[config.mk]
export PLATFORM = sky130hd
export DESIGN_NAME = sum_display_driver
export DESIGN_NICKNAME = d
export VERILOG_FILES = /design/src/rtl/sum_display_driver.sv
export SDC_FILE = /design/constraint.sdc
export NUM_CORES = 1
export LEC_CHECK = 0
export CORE_MARGIN = 4
export CORE_UTILIZATION = 55
export CTS_CLUSTER_SIZE = 25
export DETAILED_ROUTE_END_ITERATION = 10
export GPL_ROUTABILITY_DRIVEN = 0
export PLACE_DENSITY = 0.76
export RECOVER_POWER = 50
export SETUP_SLACK_MARGIN = 0.05
export SLEW_MARGIN = 20
export SYNTH_ARGS = -nofsm -noshare
export SYNTH_HDL_FRONTEND = slang
export SYNTH_SLANG_ARGS = --single-unit
[constraint.sdc]
create_clock -name clk -period 4.8 [get_ports clk]
set_input_delay 1.44 -clock clk [delete_from_list [all_inputs] [get_ports clk]]
set_output_delay 1.44 -clock clk [all_outputs]
set_load 0.01 [all_outputs]
[src/rtl/sum_display_driver.sv]
// rtl/sum_display_driver.sv - 5-bit sum to two-digit multiplexed 7-segment driver
module sum_display_driver #(
    parameter int REFRESH_DIV = 50000
) (
    input  logic       clk,
    input  logic       rst,
    input  logic       load,
    input  logic       cout,
    input  logic [3:0] S,
    output logic       busy,
    output logic [1:0] an,
    output logic [6:0] seg
);

    localparam int CW = $clog2(REFRESH_DIV);

    typedef enum logic [1:0] {
        IDLE  = 2'd0,
        CONV  = 2'd1,
        LATCH = 2'd2
    } state_t;

    state_t          state;
    logic [4:0]      value;
    logic [3:0]      tens;
    logic [3:0]      units;
    logic [2:0]      shift_cnt;
    logic [3:0]      disp_tens;
    logic [3:0]      disp_units;
    logic [CW-1:0]   refresh_cnt;
    logic            sel;

    logic [3:0]      tens_adj;
    logic [3:0]      units_adj;
    logic [12:0]     dd_next;

    function automatic logic [6:0] encode(input logic [3:0] digit);
        case (digit)
            4'd0:    encode = 7'b1000000;
            4'd1:    encode = 7'b1111001;
            4'd2:    encode = 7'b0100100;
            4'd3:    encode = 7'b0110000;
            4'd4:    encode = 7'b0011001;
            4'd5:    encode = 7'b0010010;
            4'd6:    encode = 7'b0000010;
            4'd7:    encode = 7'b1111000;
            4'd8:    encode = 7'b0000000;
            4'd9:    encode = 7'b0010000;
            default: encode = 7'b1111111;
        endcase
    endfunction

    // One double-dabble step: add-3 correction on each BCD digit, then shift the whole register left
    always_comb begin
        tens_adj  = (tens  >= 4'd5) ? tens  + 4'd3 : tens;
        units_adj = (units >= 4'd5) ? units + 4'd3 : units;
        dd_next   = {tens_adj, units_adj, value} << 1;
    end

    // Conversion FSM; display digits only ever change in LATCH so a running conversion never shows partial results
    always_ff @(posedge clk or posedge rst) begin
        if (rst) begin
            state      <= IDLE;
            busy       <= 1'b0;
            value      <= 5'd0;
            tens       <= 4'd0;
            units      <= 4'd0;
            shift_cnt  <= 3'd0;
            disp_tens  <= 4'd0;
            disp_units <= 4'd0;
        end else begin
            case (state)
                IDLE: begin
                    if (load) begin
                        value     <= {cout, S};
                        tens      <= 4'd0;
                        units     <= 4'd0;
                        shift_cnt <= 3'd0;
                        busy      <= 1'b1;
                        state     <= CONV;
                    end
                end
                CONV: begin
                    tens      <= dd_next[12:9];
                    units     <= dd_next[8:5];
                    value     <= dd_next[4:0];
                    shift_cnt <= shift_cnt + 3'd1;
                    if (shift_cnt == 3'd4) begin
                        state <= LATCH;
                    end
                end
                LATCH: begin
                    disp_tens  <= tens;
                    disp_units <= units;
                    busy       <= 1'b0;
                    state      <= IDLE;
                end
                default: begin
                    busy  <= 1'b0;
                    state <= IDLE;
                end
            endcase
        end
    end

    // Free-running refresh divider; flips the digit slot each time it wraps, independent of the FSM
    always_ff @(posedge clk or posedge rst) begin
        if (rst) begin
            refresh_cnt <= '0;
            sel         <= 1'b0;
        end else if (refresh_cnt == CW'(REFRESH_DIV - 1)) begin
            refresh_cnt <= '0;
            sel         <= ~sel;
        end else begin
            refresh_cnt <= refresh_cnt + 1'b1;
        end
    end

    // Digit multiplexing from registered state only; tens slot is blanked when the tens digit is zero
    always_comb begin
        an  = 2'b10;
        seg = encode(disp_units);
        if (sel) begin
            if (disp_tens != 4'd0) begin
                an  = 2'b01;
                seg = encode(disp_tens);
            end else begin
                an  = 2'b11;
                seg = 7'b1111111;
            end
        end
    end

endmodule

# Word-level counts from Yosys, hierarchy flattened
# Memory sizes are Yosys's and may differ from the RTL's.
# Index checks and enable logic that the tools add are counted.
# totals
regBits,44
mem_bits_ro,224
in_bits,8
word_cells,51
memories,2
# memory_table
name,words,word_bits,read_ports,rd_clocked_by_memory_dff,write_ports,line_no,rtl
(name not given),16,7,1,0,0,38,case (digit)
(name not given),16,7,1,0,0,38,
# op_classes
addsub,4
n_lt_le_gt_ge,2
n_eq_ne,6
n_mux,19
bitwise_logic,2
n_reduce_logical,6
# op_table
op,n
$add 16x1->16 const B,1
$eq 16x16->1 const B,1
$mux 16,1
$pmux 4 s2,2
$mux 7,2
$pmux 5 s2,1
$ge 4x3->1 const B,2
$mux 2,4
$mux 4,2
$mux 3,2
$pmux 3 s2,1
$reduce_and 2->1,3
$mux 5,1
$add 4x2->4 const B,1
$ne 2x2->1 const B,2
$pmux 2 s2,1
$reduce_bool 4->1,1
$add 3x1->3 const B,1
$add 3x2->3 const B,1
$eq 3x3->1 const B,1
$eq 2x1->1 const B,1
$eq 2x2->1 const B,1
$logic_not 2->1,1
$not 1->1,2
other kinds (3),3

# Depth between registers and ports, before layout
# Gate-level depths: netlist of the first run.
# logic_depth
word_depth,3
mapped_depth,6
depth_no_buf,6

# Worst setup path before layout of the first run
# No wires, ideal clock.
# synth_timing
path_kind,reg2out
start,register disp_tens[0]
end,output port seg[4]
arrival_time_ns,1.303
t_required_ns,3.360
path_slack_ns,2.057
path_stages_with_launch,7
n_path_buf,0
cell_sequence,dfrtp_1 -> inv_1 -> ha_1 -> nand2_1 -> o21ai_0 -> mux2_2 -> a22oi_1
# synth_between
elab_chain_cells,3
elab_cells_between_ends,4
cone_classes,2 x mux; 1 x reduce/logical; 1 x memory
# synth_lines
item,line_no,rtl
"start, declared",28,logic [3:0] disp_tens;
"start signal, assigned",93,disp_tens <= tens;
$mem_v2 16x7 / $reduce_bool 4->1 (equally long branches),--,
$mux 7 (*),124,if (disp_tens != 4'd0) begin
$mux 7 (*),123,if (sel) begin
"end, declared",12,output logic [6:0] seg
# Every way passes the cells marked *; elsewhere a longest branch is shown, timed or not.

==> flow_metrics.env, run 1 <==
export IMPL_core_region_area_mm2=0.004144
export IMPL_finalSetupTns_ns=0
export IMPL_ratio_of_routed_vias_to_standard_cells=5.556
export IMPL_total_inserted_antenna_cells=0
export IMPL_status="finished with violations"
export IMPL_tightest_slew_ns=2.272
export IMPL_clk_insertion_delay_late_ns=0.29
export IMPL_synth_seq_area_share_pct=45.11
export IMPL_grt_overflow_total=0
export IMPL_yosysWarningCount=0
export IMPL_avgSynthCellArea_um2=9.282
export IMPL_yosys_cell_types_count=34
export IMPL_critical_path_endpoint_type="async pin"
export IMPL_min_period_over_period_pct=77.41
export IMPL_synth_edff_count=0
export IMPL_critPathMaxStageDelay_ns=1.61
export IMPL_grt_setup_unrepaired="false"
export IMPL_clock_path_buffers=2
export IMPL_final_hold_fails=0
export IMPL_grt_antenna_before_repair=0
export IMPL_worst_ep_arrival_time_ns=3.65
export IMPL_timing_final_setup_violations=0
export IMPL_grt_total_usage_pct=17.88
export IMPL_placed_area_mm2=0.002648
export IMPL_async_flop_share_pct=100.0
export IMPL_routed_wl_mm=4.375
export IMPL_synth_area_mm2=0.002441
export IMPL_path_clk_slew_ns=0.07
export IMPL_final_design_area_no_fill_mm2=0.002740
export IMPL_drt_first_pass_iters=4
export IMPL_worst_setup_path_start_kind="input port"
export IMPL_htree_levels=2
export IMPL_die_w_um=74.62
export IMPL_failed_checks="max-capacitance violations, max-slew violations"
export IMPL_timing_fmax_ghz=0.2691
export IMPL_clock_tree_root_cell="sky130_fd_sc_hd__clkbuf_8"
export IMPL_hpwlAfterDp_mm=3.045
export IMPL_cts_resized=0
export IMPL_critical_path_peak_fanout=44
export IMPL_first_global_vias=1741
export IMPL_initial_utilization_pct=58.91
export IMPL_critical_path_class="input port to async pin"
export IMPL_static_leakage_power_nw=1.248
export IMPL_drt_first_iter_violations=61
export IMPL_timing_max_slew_rel_slack_pct=-51.45
export IMPL_netlist_instances=263
export IMPL_number_of_port_buffers=17
export IMPL_core_rowCount=23
export IMPL_numCtsBuffers=5
export IMPL_proportion_of_layout_cells_with_a_drive_suffix_above_1_pct=4.626
export IMPL_timing_final_crit_period_ns=3.716
export IMPL_crit_chain="dlygate4sd3_1 -> clkinv_1 -> clkbuf_1"
export IMPL_min_path_type="flip-flop to flip-flop"
export IMPL_cellPowerDensity_mw_per_mm2=536.1
export IMPL_avgRoutedWirePerCell_um=13.22
export IMPL_area_growth_from_synthesis_to_layout_pct=12.25
export IMPL_route_antenna_remaining_nets=0
export IMPL_synth_seq_cells=44
export IMPL_worst_r2r_setup_slack_ns=2.69
export IMPL_cts_sink_count=44
export IMPL_io_pins=18
export IMPL_grt_start_max_net_pins=45
export IMPL_synth_net_count=288
export IMPL_report_final_slew_viol_count=45
export IMPL_cts_tree="built"
export IMPL_first_pass_grt_wire_length_mm=7.610
export IMPL_design_final_nets=305
export IMPL_dieArea_mm2=0.005568
export IMPL_worst_ir_drop_vdd_mv=0.3213
export IMPL_path_buf_inv=3
export IMPL_post_cts_hold_buffer_count=0
export IMPL_worst_path_max_delay_cell="sky130_fd_sc_hd__clkbuf_1"
export IMPL_hold_worst_slack_ns=0.4857
export IMPL_die_h_um=74.62
export IMPL_worst_endpoint_required_ns=4.74
export IMPL_worst_path_dominant_cell_family="buffers and inverters"
export IMPL_cts_setup_buffers=0
export IMPL_finalClockSkew_ns=0.006844
export IMPL_remaining_drc_errors=0
export IMPL_synth_ff_type="sky130_fd_sc_hd__dfrtp_1"
export IMPL_number_of_vias_in_the_routed_layout=1839
export IMPL_max_cap_viol=1
==> placed cells by master (no fill, tap or decap), types with 10 or more instances in the layout <==
| master | instances |
|---|---|
| sky130_fd_sc_hd__dfrtp_1 | 44 |
| sky130_fd_sc_hd__nor2_1 | 27 |
| sky130_fd_sc_hd__nand2_1 | 25 |
| sky130_fd_sc_hd__o21ai_0 | 22 |
| sky130_fd_sc_hd__inv_1 | 17 |
| sky130_fd_sc_hd__a21oi_1 | 17 |
| sky130_fd_sc_hd__ha_1 | 17 |
| sky130_fd_sc_hd__clkdlybuf4s50_1 | 16 |
| sky130_fd_sc_hd__nand3_1 | 10 |
| sky130_fd_sc_hd__xnor2_1 | 10 |
==> per-stage QoR <==
stage               cells  power [mW]  setup WS (ns)  utilization, %
floorplan             263      0.9961          2.057               -
global placement      323       1.176          1.536           63.89
detailed placement    323       1.197          1.509           63.89
CTS                   331       1.483          1.178           66.49
global route          331       1.594         0.5354           66.12
finish                331       1.469          1.084           66.12
==> layout make-up <==
| type | count | area [µm²] |
|---|---|---|
| well taps | 50 | 62.56 |
| clock buffers | 6 | 72.57 |
| clock inverters | 2 | 35.03 |
| repair buffers | 19 | 181.4 |
| multi-input cells | 192 | 1220 |
| flip-flops and latches | 44 | 1101 |
| inverters | 18 | 67.56 |
| fillers | 355 | 1404 |
==> logic make-up after synthesis <==
group,count (synthesis),synth area share (%)
and+or+nand+nor,96,19.02
AOI/OAI and AO/OA,52,12.30
DFF,44,45.11
buffers and inverters,27,4.459
xor gates and xnor gates,18,6.458
adders and majority gates,17,8.713
muxes,9,3.947
==> worst reg2reg max path, cell delays in order (launching register included) <==
cell and delay (ns):
sky130_fd_sc_hd__dfrtp_1 0.43, sky130_fd_sc_hd__nor4b_1 0.32, sky130_fd_sc_hd__nand4_1 0.14, sky130_fd_sc_hd__nor3_1 0.94, sky130_fd_sc_hd__nor2_1 0.13
==> state kept, by name (all words and copies together) (netlist names) <==
register	cells
refresh_cnt	16
disp_tens	4
disp_units	4
units	4
tens	4
busy	1
sel	1
value	5
state	2
shift_cnt	3
==> path summary, 6_finish.rpt <==
kind / start / end / cells past startpoint
setup / recovery: rst / units[0] / 3
hold / removal: value[4] / value[4] / 2
setup reg to reg: refresh_cnt[4] / refresh_cnt[15] / 4
hold reg to reg: value[4] / value[4] / 2
max in group clk: disp_tens[1] / seg[4] / 6
min in group asynchronous: rst / refresh_cnt[15] / 3
==> metal layers <==
| metal | GRT usage, % | share of wire [%] | up-vias |
|---|---|---|---|
| met5 | 0 | 0 | - |
| met4 | 7.115 | 1.7 | 0 |
| met3 | 4.139 | 3.6 | 8 |
| met2 | 29.66 | 46 | 38 |
| met1 | 22.77 | 49 | 869 |
| li1 | - | - | 924 |
==> synth_stat cells, types with 5 or more instances <==
library cell	n	area (µm²)
sky130_fd_sc_hd__a21oi_1	17	85.08
sky130_fd_sc_hd__clkbuf_1	5	18.77
sky130_fd_sc_hd__dfrtp_1	44	1101
sky130_fd_sc_hd__ha_1	17	212.7
sky130_fd_sc_hd__inv_1	18	67.56
sky130_fd_sc_hd__mux2_2	5	56.30
sky130_fd_sc_hd__nand2_1	25	93.84
sky130_fd_sc_hd__nand2b_1	8	50.05
sky130_fd_sc_hd__nand3_1	10	50.05
sky130_fd_sc_hd__nor2_1	27	101.4
sky130_fd_sc_hd__nor3_1	7	35.03
sky130_fd_sc_hd__o21ai_0	22	110.1
sky130_fd_sc_hd__xnor2_1	10	87.58
sky130_fd_sc_hd__xor2_1	8	70.07
==> power breakdown <==
group / internal (mW) / switching (mW)
clock: 0.154 / 0.120
combinational: 0.309 / 0.309
sequential: 0.462 / 0.114
total: 0.926 / 0.543
Power figures use the tool's default switching activity.
==> run 2: changes to the inputs <==
--- a/config.mk
+++ b/config.mk
@@ -6,11 +6,11 @@
 export NUM_CORES = 1
 export LEC_CHECK = 0
 export CORE_MARGIN = 4
-export CORE_UTILIZATION = 55
+export CORE_UTILIZATION = 52
 export CTS_CLUSTER_SIZE = 25
 export DETAILED_ROUTE_END_ITERATION = 10
 export GPL_ROUTABILITY_DRIVEN = 0
-export PLACE_DENSITY = 0.76
+export PLACE_DENSITY = 0.75
 export RECOVER_POWER = 50
 export SETUP_SLACK_MARGIN = 0.05
 export SLEW_MARGIN = 20
==> constraint.sdc (replaced) <==
create_clock -name clk -period 3.2 [get_ports clk]
set_input_delay 0.96 -clock clk [delete_from_list [all_inputs] [get_ports clk]]
set_output_delay 0.96 -clock clk [all_outputs]
set_load 0.01 [all_outputs]
==> flow_metrics.env, run 2 (same netlist as run 1, synthesis figures left out) <==
export IMPL_netSwitchingFraction_pct=36.96
export IMPL_share_comb_of_total_power_pct=42.4
export IMPL_final_design_area_no_fill_mm2=0.002794
export IMPL_route_antenna_remaining_nets=0
export IMPL_clk_insertion_delay_late_ns=0.30
export IMPL_die_w_um=76.52
export IMPL_min_period_over_period_pct=94.88
export IMPL_number_of_port_buffers=17
export IMPL_clock_path_buffers=2
export IMPL_drt_first_pass_iters=4
export IMPL_post_cts_hold_buffer_count=0
export IMPL_report_final_slew_viol_count=0
export IMPL_max_cap_viol=0
export IMPL_hpwlAfterDp_mm=3.109
export IMPL_finalClockSkew_ns=0.009632
export IMPL_fraction_of_power_consumed_by_the_clock_network_pct=19.4
export IMPL_timing_final_setup_violations=0
export IMPL_hp_start="value[1]"
export IMPL_largest_reg_flops=16
export IMPL_most_common_cell_after_layout_fill_and_taps_aside="sky130_fd_sc_hd__dfrtp_1"
export IMPL_cts_tree="built"
export IMPL_placed_area_mm2=0.002658
export IMPL_crit_reg2reg_launch="refresh_cnt[0]"
export IMPL_grt_total_usage_pct=16.17
export IMPL_num_fill_cells=378
export IMPL_status="finished clean"
export IMPL_largest_register="refresh_cnt"
export IMPL_hold_end="value[1]"
export IMPL_routed_wl_mm=4.335
export IMPL_die_h_um=76.52
export IMPL_core_region_area_mm2=0.004444
export IMPL_timing_max_slew_rel_slack_pct=23.80
export IMPL_final_hold_fails=0
export IMPL_cts_sink_count=44
export IMPL_worst_endpoint_required_ns=2.24
export IMPL_critPathMaxStageDelay_ns=0.53
export IMPL_crit_chain="inv_1 -> ha_1 -> nand2b_1 -> a21oi_1 -> o22a_1 -> clkdlybuf4s50_1"
export IMPL_timing_final_crit_period_ns=3.036
export IMPL_worstSetupStartpoint="disp_units[0]"
export IMPL_worst_setup_path_start_kind="flip-flop"
export IMPL_ratio_of_routed_vias_to_standard_cells=5.396
export IMPL_static_leakage_power_nw=1.287
export IMPL_min_path_type="flip-flop to flip-flop"
export IMPL_dieArea_mm2=0.005855
export IMPL_power_total_mw=2.229
export IMPL_critical_path_endpoint_type="primary output"
export IMPL_io_pins=18
export IMPL_grt_start_max_net_pins=27
export IMPL_worst_path_dominant_cell_family="buffers and inverters"
export IMPL_rr_worst_depth=4
export IMPL_number_of_vias_in_the_routed_layout=1824
export IMPL_critical_path_class="flip-flop to primary output"
export IMPL_layout_cells_most_common_list="sky130_fd_sc_hd__dfrtp_1, sky130_fd_sc_hd__nor2_1, sky130_fd_sc_hd__nand2_1, sky130_fd_sc_hd__o21ai_0"
export IMPL_path_buf_inv=2
export IMPL_numCtsBuffers=5
export IMPL_worst_ep_arrival_time_ns=2.08
export IMPL_avgRoutedWirePerCell_um=12.83
export IMPL_first_pass_grt_wire_length_mm=7.838
export IMPL_worst_r2r_setup_slack_ns=1.15
export IMPL_switching_power_uw=823.9
export IMPL_grt_antenna_before_repair=0
export IMPL_finalSetupTns_ns=0
export IMPL_htree_levels=2
export IMPL_proportion_of_layout_cells_with_a_drive_suffix_above_1_pct=6.993
export IMPL_largestRegisters="refresh_cnt x16, value x5"
export IMPL_first_global_vias=1799
export IMPL_fin_cells=338
export IMPL_design_final_nets=310
export IMPL_core_rowCount=24
export IMPL_timing_hold_worst_path_depth=2
export IMPL_remaining_drc_errors=0
export IMPL_total_inserted_antenna_cells=0
export IMPL_path_clk_slew_ns=0.08
export IMPL_drt_first_iter_violations=59
export IMPL_worst_ir_drop_vdd_mv=0.4454
export IMPL_timing_rr_end="refresh_cnt[15]"
export IMPL_grt_overflow_total=0
export IMPL_post_place_cells=326
export IMPL_layout_core_utilization_pct=62.87
export IMPL_critical_path_peak_fanout=3
export IMPL_worst_path_max_delay_cell="sky130_fd_sc_hd__clkdlybuf4s50_1"
export IMPL_clock_tree_root_cell="sky130_fd_sc_hd__clkbuf_8"
export IMPL_tightest_slew_ns=1.134
export IMPL_initial_utilization_pct=54.93
export IMPL_cellPowerDensity_mw_per_mm2=797.8
export IMPL_cell_int_power_mw=1.405
export IMPL_grt_setup_unrepaired="false"
export IMPL_area_growth_from_synthesis_to_layout_pct=14.45
export IMPL_p_seq_share_pct=38.2
export IMPL_timing_fmax_ghz=0.3294
-- run 2: area by class of cell --
type / count / area (µm²) / share of cell area, %
tap: 52 / 65.06 / 2.329
sequential: 44 / 1101 / 39.41
timing repair buffer: 24 / 221.5 / 7.927
clock buffer: 5 / 68.82 / 2.463
multi-input combinational: 192 / 1224 / 43.80
inverter: 18 / 67.56 / 2.418
clock inverter: 3 / 46.29 / 1.657
-- run 2: worst min-delay path, delay by kind of cell, from the launching register on --
family / cells / cell delay [ns]
simple gates: 1 / 0.05
compound gates: 1 / 0.06
flops: 1 / 0.35
-- run 2: repair_timing --
item | 4_1_cts | 5_1_grt
setup buffers | 2 | 2
cloned | 0 | 0
setup endpoints to repair | 2 | 2
pin swaps | 0 | 0
gates resized for setup | 1 | 1
-- run 2: routing by layer --
metal  share of wire, %  vias up  GRT usage (%)  routed length (µm)
li1                   -      930              -                   -
met1                 47      858          19.74                2057
met2                 48       29          27.86                2062
met3                3.4        7          3.073                 147
met4                1.5        0          6.884                  67
met5                  0        -              0                   0
-- run 2: how the worst max path moves through the flow --
| stage | endpoint | cells after the start |
|---|---|---|
| after CTS | seg[3] | 6 |
| after global placement | seg[4] | 7 |
| final | seg[3] | 6 |
| after floorplan | seg[4] | 6 |
| after detailed placement | seg[3] | 6 |
| after global routing | seg[3] | 6 |
-- run 2: power groups by stage --
stage / logic [mW] / clock network [mW] / registers, mW
global placement: 0.897 / 0 / 0.861
detailed placement: 0.918 / 0 / 0.869
floorplan: 0.704 / 0 / 0.790
global route: 1.07 / 0.465 / 0.881
CTS: 0.944 / 0.442 / 0.855
finish: 0.946 / 0.432 / 0.852
-- run 2: stage by stage --
| stage | worst slack [ns] | hold WS, ns |
|---|---|---|
| final | 0.1640 | 0.4829 |
| after global routing | 0.05374 | 0.5149 |
| after CTS | 0.1029 | 0.4890 |
| after detailed placement | 0.3630 | 0.4699 |
| after global placement | 0.4177 | 0.4643 |
| after floorplan | 0.9370 | 0.4496 |
==> run 3: changes to the inputs <==
--- a/config.mk
+++ b/config.mk
@@ -9,8 +9,7 @@
 export CORE_UTILIZATION = 52
 export CTS_CLUSTER_SIZE = 25
 export DETAILED_ROUTE_END_ITERATION = 10
-export GPL_ROUTABILITY_DRIVEN = 0
-export PLACE_DENSITY = 0.75
+export PLACE_DENSITY = 0.79
 export RECOVER_POWER = 50
 export SETUP_SLACK_MARGIN = 0.05
 export SLEW_MARGIN = 20
==> flow_metrics.env, run 3 (same netlist as run 1, synthesis figures left out) <==
export IMPL_finalClockSkew_ns=0.004711
export IMPL_tightest_slew_ns=0.9985
export IMPL_grt_total_usage_pct=16.27
export IMPL_drt_first_iter_violations=62
export IMPL_worst_ep_arrival_time_ns=2.09
export IMPL_ratio_of_routed_vias_to_standard_cells=5.430
export IMPL_grt_overflow_total=0
export IMPL_num_fill_cells=378
export IMPL_finalSetupTns_ns=0
export IMPL_min_path_type="flip-flop to flip-flop"
export IMPL_use_met2_pct=27.42
export IMPL_worst_endpoint_required_ns=2.24
export IMPL_largestRegisters="refresh_cnt x16, value x5"
export IMPL_area_growth_from_synthesis_to_layout_pct=14.25
export IMPL_number_of_port_buffers=17
export IMPL_critical_path_class="flip-flop to primary output"
export IMPL_design_final_nets=309
export IMPL_die_h_um=76.52
export IMPL_timing_final_setup_violations=0
export IMPL_grt_setup_unrepaired="false"
export IMPL_clk_insertion_delay_late_ns=0.29
export IMPL_dp_slack_ns=0.3775
export IMPL_die_w_um=76.52
export IMPL_gp_congestion=0.8818
export IMPL_proportion_of_layout_cells_with_a_drive_suffix_above_1_pct=7.018
export IMPL_clock_tree_root_cell="sky130_fd_sc_hd__clkbuf_8"
export IMPL_regArea_mm2=0.001104
export IMPL_worst_setup_path_start_kind="flip-flop"
export IMPL_grt_antenna_before_repair=0
export IMPL_power_total_mw=2.211
export IMPL_most_common_cell_after_layout_fill_and_taps_aside="sky130_fd_sc_hd__dfrtp_1"
export IMPL_cts_sink_count=44
export IMPL_route_antenna_remaining_nets=0
export IMPL_layout_cells_most_common_list="sky130_fd_sc_hd__dfrtp_1, sky130_fd_sc_hd__nor2_1, sky130_fd_sc_hd__nand2_1, sky130_fd_sc_hd__o21ai_0"
export IMPL_timing_final_crit_period_ns=3.047
export IMPL_cts_tree="built"
export IMPL_timing_max_slew_rel_slack_pct=33.43
export IMPL_largest_register="refresh_cnt"
export IMPL_timing_hold_worst_path_depth=1
export IMPL_largest_reg_flops=16
export IMPL_multi_input_logic_area_mm2=0.001235
export IMPL_met1_usage_pct=19.94
export IMPL_placed_area_mm2=0.002658
export IMPL_avgRoutedWirePerCell_um=13.07
export IMPL_total_inserted_antenna_cells=0
export IMPL_final_hold_fails=0
export IMPL_core_region_area_mm2=0.004444
export IMPL_core_rowCount=24
export IMPL_use_met3_pct=4.137
export IMPL_cellPowerDensity_mw_per_mm2=792.9
export IMPL_number_of_vias_in_the_routed_layout=1830
export IMPL_hpwlAfterDp_mm=3.305
export IMPL_worst_ir_drop_vdd_mv=0.4634
export IMPL_numCtsBuffers=5
export IMPL_dieArea_mm2=0.005855
export IMPL_post_route_worst_setup_slack_ns=0.1530
export IMPL_io_pins=18
export IMPL_htree_levels=2
export IMPL_static_leakage_power_nw=1.292
export IMPL_critical_path_endpoint_type="primary output"
export IMPL_first_global_vias=1778
export IMPL_grt_busiest_layer="met2"
export IMPL_path_clk_slew_ns=0.08
export IMPL_routed_wl_mm=4.403
export IMPL_layout_core_utilization_pct=62.75
export IMPL_initial_utilization_pct=54.93
export IMPL_timing_fmax_ghz=0.3282
export IMPL_first_pass_grt_wire_length_mm=7.721
export IMPL_status="finished clean"
export IMPL_grt_start_max_net_pins=20
export IMPL_final_design_area_no_fill_mm2=0.002789
export IMPL_worst_r2r_setup_slack_ns=1.51
export IMPL_critical_path_peak_fanout=6
export IMPL_report_final_slew_viol_count=0
export IMPL_rr_worst_depth=3
export IMPL_min_period_over_period_pct=95.22
export IMPL_remaining_drc_errors=0
export IMPL_clock_path_buffers=2
export IMPL_max_cap_viol=0
export IMPL_drt_first_pass_iters=4
==> run 3: metal layers <==
layer	routed length, µm	vias to the layer above
met5	0	-
met1	2109	866
met3	138	7
met4	68	0
met2	2086	26
li1	-	931
==> run 3: power by group <==
group / internal, mW / switching, mW
Clock: 0.232 / 0.181
Combinational: 0.472 / 0.464
Sequential: 0.696 / 0.168
==> run 3: worst paths after layout <==
check                                from             end
max                         disp_units[1]          seg[3]
min                        refresh_cnt[0]  refresh_cnt[0]
max reg2reg                      state[0]        value[3]
min reg2reg                refresh_cnt[0]  refresh_cnt[0]
max in group asynchronous             rst    shift_cnt[1]
min in group asynchronous             rst             sel
==> run 3: timing repair <==
| action | in CTS | in global routing |
|---|---|---|
| endpoints found under the setup margin | 2 | 3 |
| cloned | 0 | 0 |
| buffers inserted | 1 | 2 |
| gates resized for setup | 1 | 3 |
| hold buffers | 0 | 0 |
==> run 3: worst max-delay path, cell delays in order, from the launching register on <==
cell                              delay (ns)
sky130_fd_sc_hd__dfrtp_2                0.45
sky130_fd_sc_hd__inv_1                  0.11
sky130_fd_sc_hd__ha_1                   0.25
sky130_fd_sc_hd__nand2b_1               0.14
sky130_fd_sc_hd__a21oi_1                0.16
sky130_fd_sc_hd__o22a_1                 0.16
sky130_fd_sc_hd__clkdlybuf4s50_1        0.53
==> run 3: metrics by stage <==
| stage | cells | hold WS (ns) |
|---|---|---|
| CTS | 335 | 0.4917 |
| detailed placement | 326 | 0.4772 |
| floorplan | 263 | 0.4496 |
| global placement | 326 | 0.4599 |
| finish | 337 | 0.4845 |
| global route | 337 | 0.5102 |
==> run 3: cell type report <==
class,instances,area share (%)
multi-input cells,192,44.28
flip-flops and latches,44,39.57
repair buffers,23,7.537
clock buffers,6,2.602
inverters,18,2.423
well taps,52,2.333
clock inverters,2,1.256
